[src/rtl/reversible_add_sequencer.sv]
// reversible_add_sequencer: byte-serial multi-precision add through a shared registered 8-bit adder
module reversible_add_sequencer #(
  parameter int NBYTES = 4,
  localparam int W = 8 * NBYTES
) (
  input  logic         clk,
  input  logic         reset,
  input  logic         clear,
  input  logic         in_valid,
  output logic         in_ready,
  input  logic [W-1:0] in_a,
  input  logic [W-1:0] in_b,
  input  logic         in_cin,
  output logic         out_valid,
  input  logic         out_ready,
  output logic [W-1:0] out_sum,
  output logic         out_cout,
  output logic         busy,
  output logic         add_enable,
  output logic [7:0]   add_a,
  output logic [7:0]   add_b,
  output logic [7:0]   add_anc,
  output logic         add_cin,
  input  logic [7:0]   add_sum,
  input  logic         add_cout
);
  localparam int IW = NBYTES > 1 ? $clog2(NBYTES) : 1;
  localparam logic [IW-1:0] LAST = IW'(NBYTES - 1);
  typedef enum logic [2:0] {IDLE, ISSUE, WAIT, CAPT, DONE} state_t;
  state_t state, state_n;
  logic [IW-1:0] idx;
  logic          c;
  logic [W-1:0]  a_r, b_r, sum_r;
  logic [7:0]    a_last, b_last;
  logic          cin_last;
  assign in_ready   = state == IDLE;
  assign busy       = state != IDLE;
  assign out_valid  = state == DONE;
  assign add_enable = state == ISSUE;
  assign add_anc    = '0;
  assign add_a      = add_enable ? a_r[8*idx +: 8] : a_last;
  assign add_b      = add_enable ? b_r[8*idx +: 8] : b_last;
  assign add_cin    = add_enable ? c : cin_last;
  assign out_sum    = sum_r;
  assign out_cout   = c;
  // next state: issue/wait/capture per byte, clear overrides everything
  always_comb begin
    state_n = state;
    case (state)
      IDLE:    state_n = in_valid ? ISSUE : IDLE;
      ISSUE:   state_n = WAIT;
      WAIT:    state_n = CAPT;
      CAPT:    state_n = idx == LAST ? DONE : ISSUE;
      DONE:    state_n = out_ready ? IDLE : DONE;
      default: state_n = IDLE;
    endcase
    if (clear) state_n = IDLE;
  end
  // state, operand latch, carry chain and result assembly; adder inputs hold their last driven value
  always_ff @(posedge clk or posedge reset) begin
    if (reset) begin
      state    <= IDLE;
      idx      <= '0;
      c        <= 1'b0;
      a_r      <= '0;
      b_r      <= '0;
      sum_r    <= '0;
      a_last   <= '0;
      b_last   <= '0;
      cin_last <= 1'b0;
    end else begin
      state    <= state_n;
      a_last   <= add_a;
      b_last   <= add_b;
      cin_last <= add_cin;
      if (!clear && state == IDLE && in_valid) begin
        a_r <= in_a;
        b_r <= in_b;
        c   <= in_cin;
        idx <= '0;
      end
      if (!clear && state == CAPT) begin
        sum_r[8*idx +: 8] <= add_sum;
        c                 <= add_cout;
        if (idx != LAST) idx <= idx + 1'b1;
      end
    end
  end
endmodule

[config.mk]
export PLATFORM = sky130hd
export DESIGN_NAME = reversible_add_sequencer
export DESIGN_NICKNAME = d
export VERILOG_FILES = /design/src/rtl/reversible_add_sequencer.sv
export SDC_FILE = /design/constraint.sdc
export NUM_CORES = 1
export LEC_CHECK = 0
export CAP_MARGIN = 25
export CORE_ASPECT_RATIO = 0.5
export CORE_UTILIZATION = 54
export CTS_CLUSTER_DIAMETER = 30
export CTS_CLUSTER_SIZE = 40
export DETAILED_ROUTE_END_ITERATION = 10
export GPL_TIMING_DRIVEN = 0
export PLACE_DENSITY = 0.95
export SLEW_MARGIN = 20
export SYNTH_ARGS = -nofsm -noshare
export SYNTH_HDL_FRONTEND = slang
export SYNTH_SLANG_ARGS = --single-unit
export TNS_END_PERCENT = 30
[constraint.sdc]
create_clock -name clk -period 9.25 [get_ports clk]
set_clock_uncertainty 0.2 [all_clocks]
set_input_delay 0.925 -clock clk [delete_from_list [all_inputs] [get_ports clk]]
set_output_delay 0.925 -clock clk [all_outputs]
set_load 0.03 [all_outputs]
==> flow_metrics.py <==
metrics = {
    "clock_network": {
        "postCtsSetupBuffers": 0,
        "clk_pin_slew_ps": 60,
        "cts_tree": "done",
        "cts-root-buf": "clkbuf_16",
        "ctsHoldBuffers": 0,
        "clockBufferDepth": 2,
        "cts_resized": 0,
        "clock_latency_ps": 420,
        "cts.sinks": 119,
        "cts_buffers": 17,
        "htreeDepth": 4,
    },
    "critical_path": {
        "worstSetupPathType": "flop to output pin",
        "cp_max_fo": 10,
        "slowest_delay_ps": 610,
        "start_kind": "flop",
        "required_ps": 8120,
        "critPathArrivalTime_ps": 2960,
        "path_cells": "buf_2 -> buf_1 -> mux4_2 -> mux2_4 -> clkdlybuf4s50_1",
        "crit_slowest_cell": "clkdlybuf4s50_1",
        "critPathCaptureType": "output pin",
    },
    "global_route": {
        "grt_max_degree": 84,
        "grt_pass1_vias": 3943,
        "grt_remaining_overflow": 0,
        "grt.total_usage": 0.272,
        "antenna_found_initial": 1,
        "grt_first_pass_wirelength_mm": 21.8,
    },
    "cells_and_area": {
        "final_util": 0.766,
        "fill_cells": 634,
        "finalNonFillerCells": 709,
        "layout-drive-gt1-share": 0.306,
        "syn2layout_area_growth_pct": 37.5,
        "nets": 639,
    },
    "sta": {
        "slew_violations": 0,
        "hold_viol": 0,
        "fin_crit_sh": 0.441,
        "timing.slew.headroom": 0.563,
        "setup_violations": 0,
        "finalCriticalPeriod_ps": 4080,
        "worstMarginPinSlew_ps": 656,
        "timing.setup.tns_ps": 0,
        "fmax_mhz": 245,
        "rsz0062_at_grt": "no",
    },
    "logic_synthesis": {
        "synthCells": 396,
        "synth-seq-cells": 119,
        "synth_cell_type_count": 40,
        "synth_top_area_share": 0.521,
        "ys_warn_count": 0,
        "postSynthAreaPerCell_um2": 14.4,
        "synth_edf_count": 0,
        "yosys.area.top_type": "dfrtp_1",
        "ys.flop_type": "dfrtp_1",
        "synth_area_leaders": "dfrtp_1 (52%), mux2_4 (19%), mux4_2 (5.5%)",
        "yosysSeqAreaShare": 0.521,
        "syn_area_mm2": 0.00571,
        "async_flop_share": 1.00,
    },
    "floorplan": {
        "coreArea_mm2": 0.0102,
        "initial_utilization": 0.557,
        "fp-row-count": 26,
        "die_h_um": 74.7,
        "die_w_um": 147,
        "ios": 141,
        "die_area_mm2": 0.0110,
    },
    "routing": {
        "antenna_left": 0,
        "vias_per_cell": 5.32,
        "drc": 0,
        "drt_iter0_markers": 176,
        "wl_per_cell_um": 19.6,
        "drt-total-wl_mm": 13.9,
        "vias": 3773,
        "drtPass1Iterations": 4,
    },
    "power": {
        "ir_drop_mv": 0.159,
        "power.leakage_nw": 3.58,
        "cellPowerDensity_mw_per_mm2": 278,
        "power_w": 0.00218,
    },
    "place": {
        "port_buffers": 132,
        "placedCellCount": 676,
        "gp_congestion": 0.816,
        "dp.final_hpwl_mm": 9.21,
    },
    "status": {
        "outcome": "completed",
    },
    "flow_run": {
        "max_cap_viol_count": 0,
    },
    "min_path": {
        "hp-class": "flop to flop",
    },
}
critical path, delay by kind of cell (launching register included):
family / cells / cell delay (ps)
buffers and inverters: 3 / 1430
multiplexers: 2 / 700
flip-flops: 1 / 400
kinds of logic after synthesis:
group / after synthesis / synth area share
AOI/OAI and AO/OA: 40 / 0.0451
xor gates and xnor gates: 1 / 0.00153
adders and majority gates: 5 / 0.0110
buffers and inverters: 75 / 0.0747
DFF: 119 / 0.521
muxes: 97 / 0.273
other: 1 / 0.000657
and+or+nand+nor: 58 / 0.0729
synthesized netlist by cell type, types with 2 or more instances:
library cell	instances
dfrtp_1	119
nand4_1	32
and2_1	2
mux2_2	7
nor3_1	3
nor3b_2	4
o21ai_2	8
mux4_2	14
a21oi_1	2
inv_1	38
nor2_1	3
mux4_1	2
buf_1	2
clkbuf_1	7
o21ai_1	24
and2_0	3
buf_6	10
ha_1	5
mux2_4	74
buf_4	13
or4b_1	2
buf_2	4
per-stage QoR:
step,cell area (um^2),setup WS [ps],hold WS [ps]
after floorplan,5740,4970,273
after global placement,7230,3430,279
after detailed placement,7270,5630,283
after CTS,7850,5160,298
after global routing,7850,5090,312
final,7850,5170,295
final cells by class:
cell class,instances,area [um^2],share of cell area
Sequential cell,119,2980,0.379
Clock inverter,15,156,0.0199
Timing Repair Buffer,133,1350,0.172
Clock buffer,17,425,0.0542
Multi-Input combinational cell,209,2330,0.297
Buffer,37,284,0.0362
Inverter,38,148,0.0188
Tap cell,140,175,0.0223
Antenna cell,1,2.50,0.000319
metal layers:
layer | track usage | part of all wire | vias up
met2 | 0.448 | 0.49 | 141
met3 | 0.0697 | 0.043 | 28
met1 | 0.348 | 0.44 | 1886
li1 | - | - | 1718
met4 | 0.127 | 0.026 | 0
met5 | 0 | 0 | -
sequential cells by signal (all words and copies together) (netlist names):
| signal | flops |
|---|---|
| state | 3 |
| out_cout | 1 |
| out_sum | 32 |
| b_r | 32 |
| a_r | 32 |
| b_last | 8 |
| cin_last | 1 |
| idx | 2 |
| a_last | 8 |
path summary, 6_finish.rpt:
kind | slack (ps) | from | to | depth (start not counted)
min in group asynchronous | 670 | reset | out_sum[29] | 2
min reg2reg | 300 | b_last[3] | b_last[3] | 1
max reg2reg | 6340 | idx[1] | out_sum[8] | 8
min | 300 | b_last[3] | b_last[3] | 1
max in group asynchronous | 7460 | reset | b_r[10] | 3
max | 5170 | idx[1] | add_b[3] | 5
placed cells by master, fill, tap and decap left out, types with 2 or more instances in the layout:
cell type / Yosys / routed
mux4_2: 14 / 14
and2_0: 3 / 3
mux2_4: 74 / 74
buf_4: 13 / 13
nand4_1: 32 / 32
o21ai_1: 24 / 24
o21ai_2: 8 / 8
or4b_1: 2 / 2
clkinv_2: 0 / 3
nor2_1: 3 / 3
buf_6: 10 / 10
bufinv_16: 0 / 2
a21oi_1: 2 / 2
and2_1: 2 / 2
nor3_1: 3 / 3
conb_1: 1 / 8
clkdlybuf4s50_1: 0 / 132
inv_6: 0 / 2
clkbuf_16: 0 / 17
inv_1: 38 / 37
buf_2: 4 / 4
clkinvlp_4: 0 / 5
mux2_2: 7 / 7
ha_1: 5 / 5
buf_1: 2 / 2
dfrtp_1: 119 / 119
nor3b_2: 4 / 4
mux4_1: 2 / 2
clkbuf_1: 7 / 7
clkinv_4: 0 / 4
report_power, final:
part	switching (W)	internal, W	leakage, nW
logic	0.000338	0.000410	1.97
registers	0.0000937	0.000686	1.34
clock network	0.000256	0.000396	0.271
Power figures use the tool's default switching activity.
==> RTL edit, RTL diff (config.mk and constraints unchanged) <==
`NBYTES`: 4 -> 8.
--- a/src/rtl/reversible_add_sequencer.sv
+++ b/src/rtl/reversible_add_sequencer.sv
@@ -1,5 +1,5 @@
 // reversible_add_sequencer: byte-serial multi-precision add through a shared registered 8-bit adder
 module reversible_add_sequencer #(
-  parameter int NBYTES = 4,
+  parameter int NBYTES = 8,
   localparam int W = 8 * NBYTES
 ) (
Interface: changed (resized in_a, in_b and out_sum); port bits go from 141 to 237. The function was not compared with the original's and may differ.
==> RTL edit against the unedited design <==
Cell area up 67%; wire length up 100%; area after synthesis up 68%; setup slack worse by 440 ps; sequential power up 69%; maximum frequency down 9.7%; total power up 53%; sequential cell count up 97; global-route usage up 4.0 points; critical path type unchanged; critical endpoint is now add_a[1]; highest routed layer unchanged.
==> RTL edit: results (changes against the unedited design) <==
----------------------------------------------------
[Yosys]
  Synth unique cells ... 36 (-10%)
  Synthesis Warnings ... 0 (unchanged)
  Sequential-to-total area share from yosys stat ... 56.49% (+4.4 points)
  Ranking of synthesized cells by area ... dfrtp_1 (56%), nand2_1 (18%), mux2i_1 (9.2%), a22oi_1 (2.5%), mux2_2 (2.2%)
  Synthesized instance count ... 1015 (+160%)
  Most frequent cells after synthesis ... nand2_1 (469), dfrtp_1 (216), mux2i_1 (88), clkbuf_1 (40), a22oi_1 (32)

[GRT]
  Wire length of the first global-routing pass ... 43810 µm (+100%)
  GRT Total Usage ... 31.22% (+4.0 points)
  Maximum number of pins on one net before global-route repair ... 80 (-4.8%)
  Number of antenna violations at the first check in global routing ... 0 (-1)
  Vias in the first global route ... 8542 (+120%)

[Place]
  Port bufs ... 228 (+73%)
  Half-perimeter wire length of the detailed placement result ... 20220 µm (+120%)
  Routability congestion estimate from global placement ... 0.8946 (+9.6%)
  Placed insts ... 1479 (+120%)

[Clock tree]
  Number of buffers on the longest clock path ... 3 (+1)
  Htree depth ... 1 (-3)
  Clock Latency Late Sink ... 530 ps (+110 ps)
  Clock buffers created by TritonCTS ... 26 (+9)
  Post-CTS sizing ... 0 (unchanged)

[Worst hold path]
  Sink of the worst hold path ... b_r[19]$_DFFE_PP0P_
  Type of the worst min-delay path ... reg2reg
  Startpoint of the most critical hold path ... b_r[19]$_DFFE_PP0P_
  Depth of the worst hold-timing path ... 2 (+1)

[Critical path]
  R2R Path Start ... idx[0]$_DFF_PP0_
  Slack of the worst reg-to-reg path ... 6180 ps (-160 ps)
  Highest fanout seen on the critical path ... 10 (unchanged)
  Arrival time worst endpoint ... 3390 ps (+430 ps)
  Slowest stage delay, CP ... 680 ps (+70 ps)
  Terminus of the critical flop-to-flop path ... out_sum[9]$_DFFE_PP0P_
  Register-to-Register Path Depth ... 9 (+1)

[Pwr]
  Internal power ... 2.183 mW (+46%)
  Leakage dissipation ... 6.213 nW (+74%)
  Worst IR drop on VDD ... 200.6 µV (+26%)

[Status]
  Outcome ... complete, no violations

[Route]
  Pre-antenna DRT Iters ... 6 (+2)
  Wire length reported by the detailed router ... 28390 µm (+100%)
  1st-iter DRT viols ... 761 (+330%)
  Per-cell via count in the routed design ... 5.597 (+5.2%)
  Routed WL per cell ... 18.60 µm (-5.2%)

[Timing]
  Max_slew headroom ... 32.26% (-24 points)

[Final layout]
  Fraction of final layout cells with drive strength greater than 1 ... 7.467% (-23 points)
  Final antenna diode count ... 0 (-1)
  Number of nets in the finished design ... 1431 (+120%)

----------------------------------------------------
==> RTL edit: power groups by stage <==
| stage | sequential (mW) | clock [mW] | combinational (mW) |
|---|---|---|---|
| CTS | 1.31 | 1.04 | 0.957 |
| detailed placement | 1.32 | 0 | 0.940 |
| global placement | 1.31 | 0 | 0.895 |
| floorplan | 1.33 | 0 | 0.554 |
| finish | 1.32 | 1.04 | 0.966 |
| global route | 1.34 | 1.09 | 1.04 |
==> RTL edit: worst max-delay path, delay by kind of cell (launching register included) <==
family | cells | cell delay, ps
AOI/OAI and AO/OA | 1 | 330
buffers and inverters | 4 | 1690
DFF | 1 | 370
muxes | 1 | 150
and+or+nand+nor | 2 | 320
==> RTL edit: area by class of cell <==
type                            instances  area, µm²
Sequential cell                       216       5405
Tap cell                              227      284.0
Clock buffer                           27      654.4
Multi-Input combinational cell        712       3782
Buffer                                 64      294.0
Timing Repair Buffer                  231       2342
Fill cell                            1003       3734
Inverter                               30      120.1
Clock inverter                         19      230.2
==> RTL edit: stage by stage <==
stage                     setup slack, ps  hold slack (ps)  power (mW)  instance area [µm²]
after detailed placement             5409            261.3       2.263                12220
after floorplan                      2217            245.0       1.881                 9594
after CTS                            4792            275.6       3.315                13110
final                                4731            273.4       3.329                13110
after global placement              10.42            256.0       2.202                12160
after global routing                 4677            290.4       3.464                13110
==> RTL edit: per-layer routing <==
| metal | GRT usage, % | wire (µm) | up-vias |
|---|---|---|---|
| met5 | 0 | 0 | - |
| met4 | 12.73 | 1158 | 0 |
| met1 | 39.41 | 11120 | 4167 |
| met3 | 4.958 | 2327 | 104 |
| met2 | 54.74 | 13780 | 490 |
| li1 | - | - | 3780 |
==> RTL edit: how the worst max path moves through the flow <==
stage                startpoint                   to  slack (ps)  cells past startpoint
3_3_place_gp              reset  b_r[12]$_DFFE_PP0P_          10                      2
6_report       idx[0]$_DFF_PP0_             add_a[1]        4730                      8
4_1_cts        idx[0]$_DFF_PP0_             add_a[1]        4790                      8
3_5_place_dp   idx[0]$_DFF_PP0_             add_a[2]        5410                      8
2_1_floorplan             reset  a_last[0]$_DFF_PP0_        2220                      1
5_1_grt        idx[1]$_DFF_PP0_             add_a[4]        4680                      7
==> RTL edit: kinds of logic after synthesis <==
group                      share of synthesized area [%]
xor gates and xnor gates                         0.09156
and+or+nand+nor                                    22.71
muxes                                              11.44
DFF                                                56.49
adders and majority gates                         0.9153
other                                            0.03919
buffers and inverters                              4.250
AOI/OAI and AO/OA                                  4.054
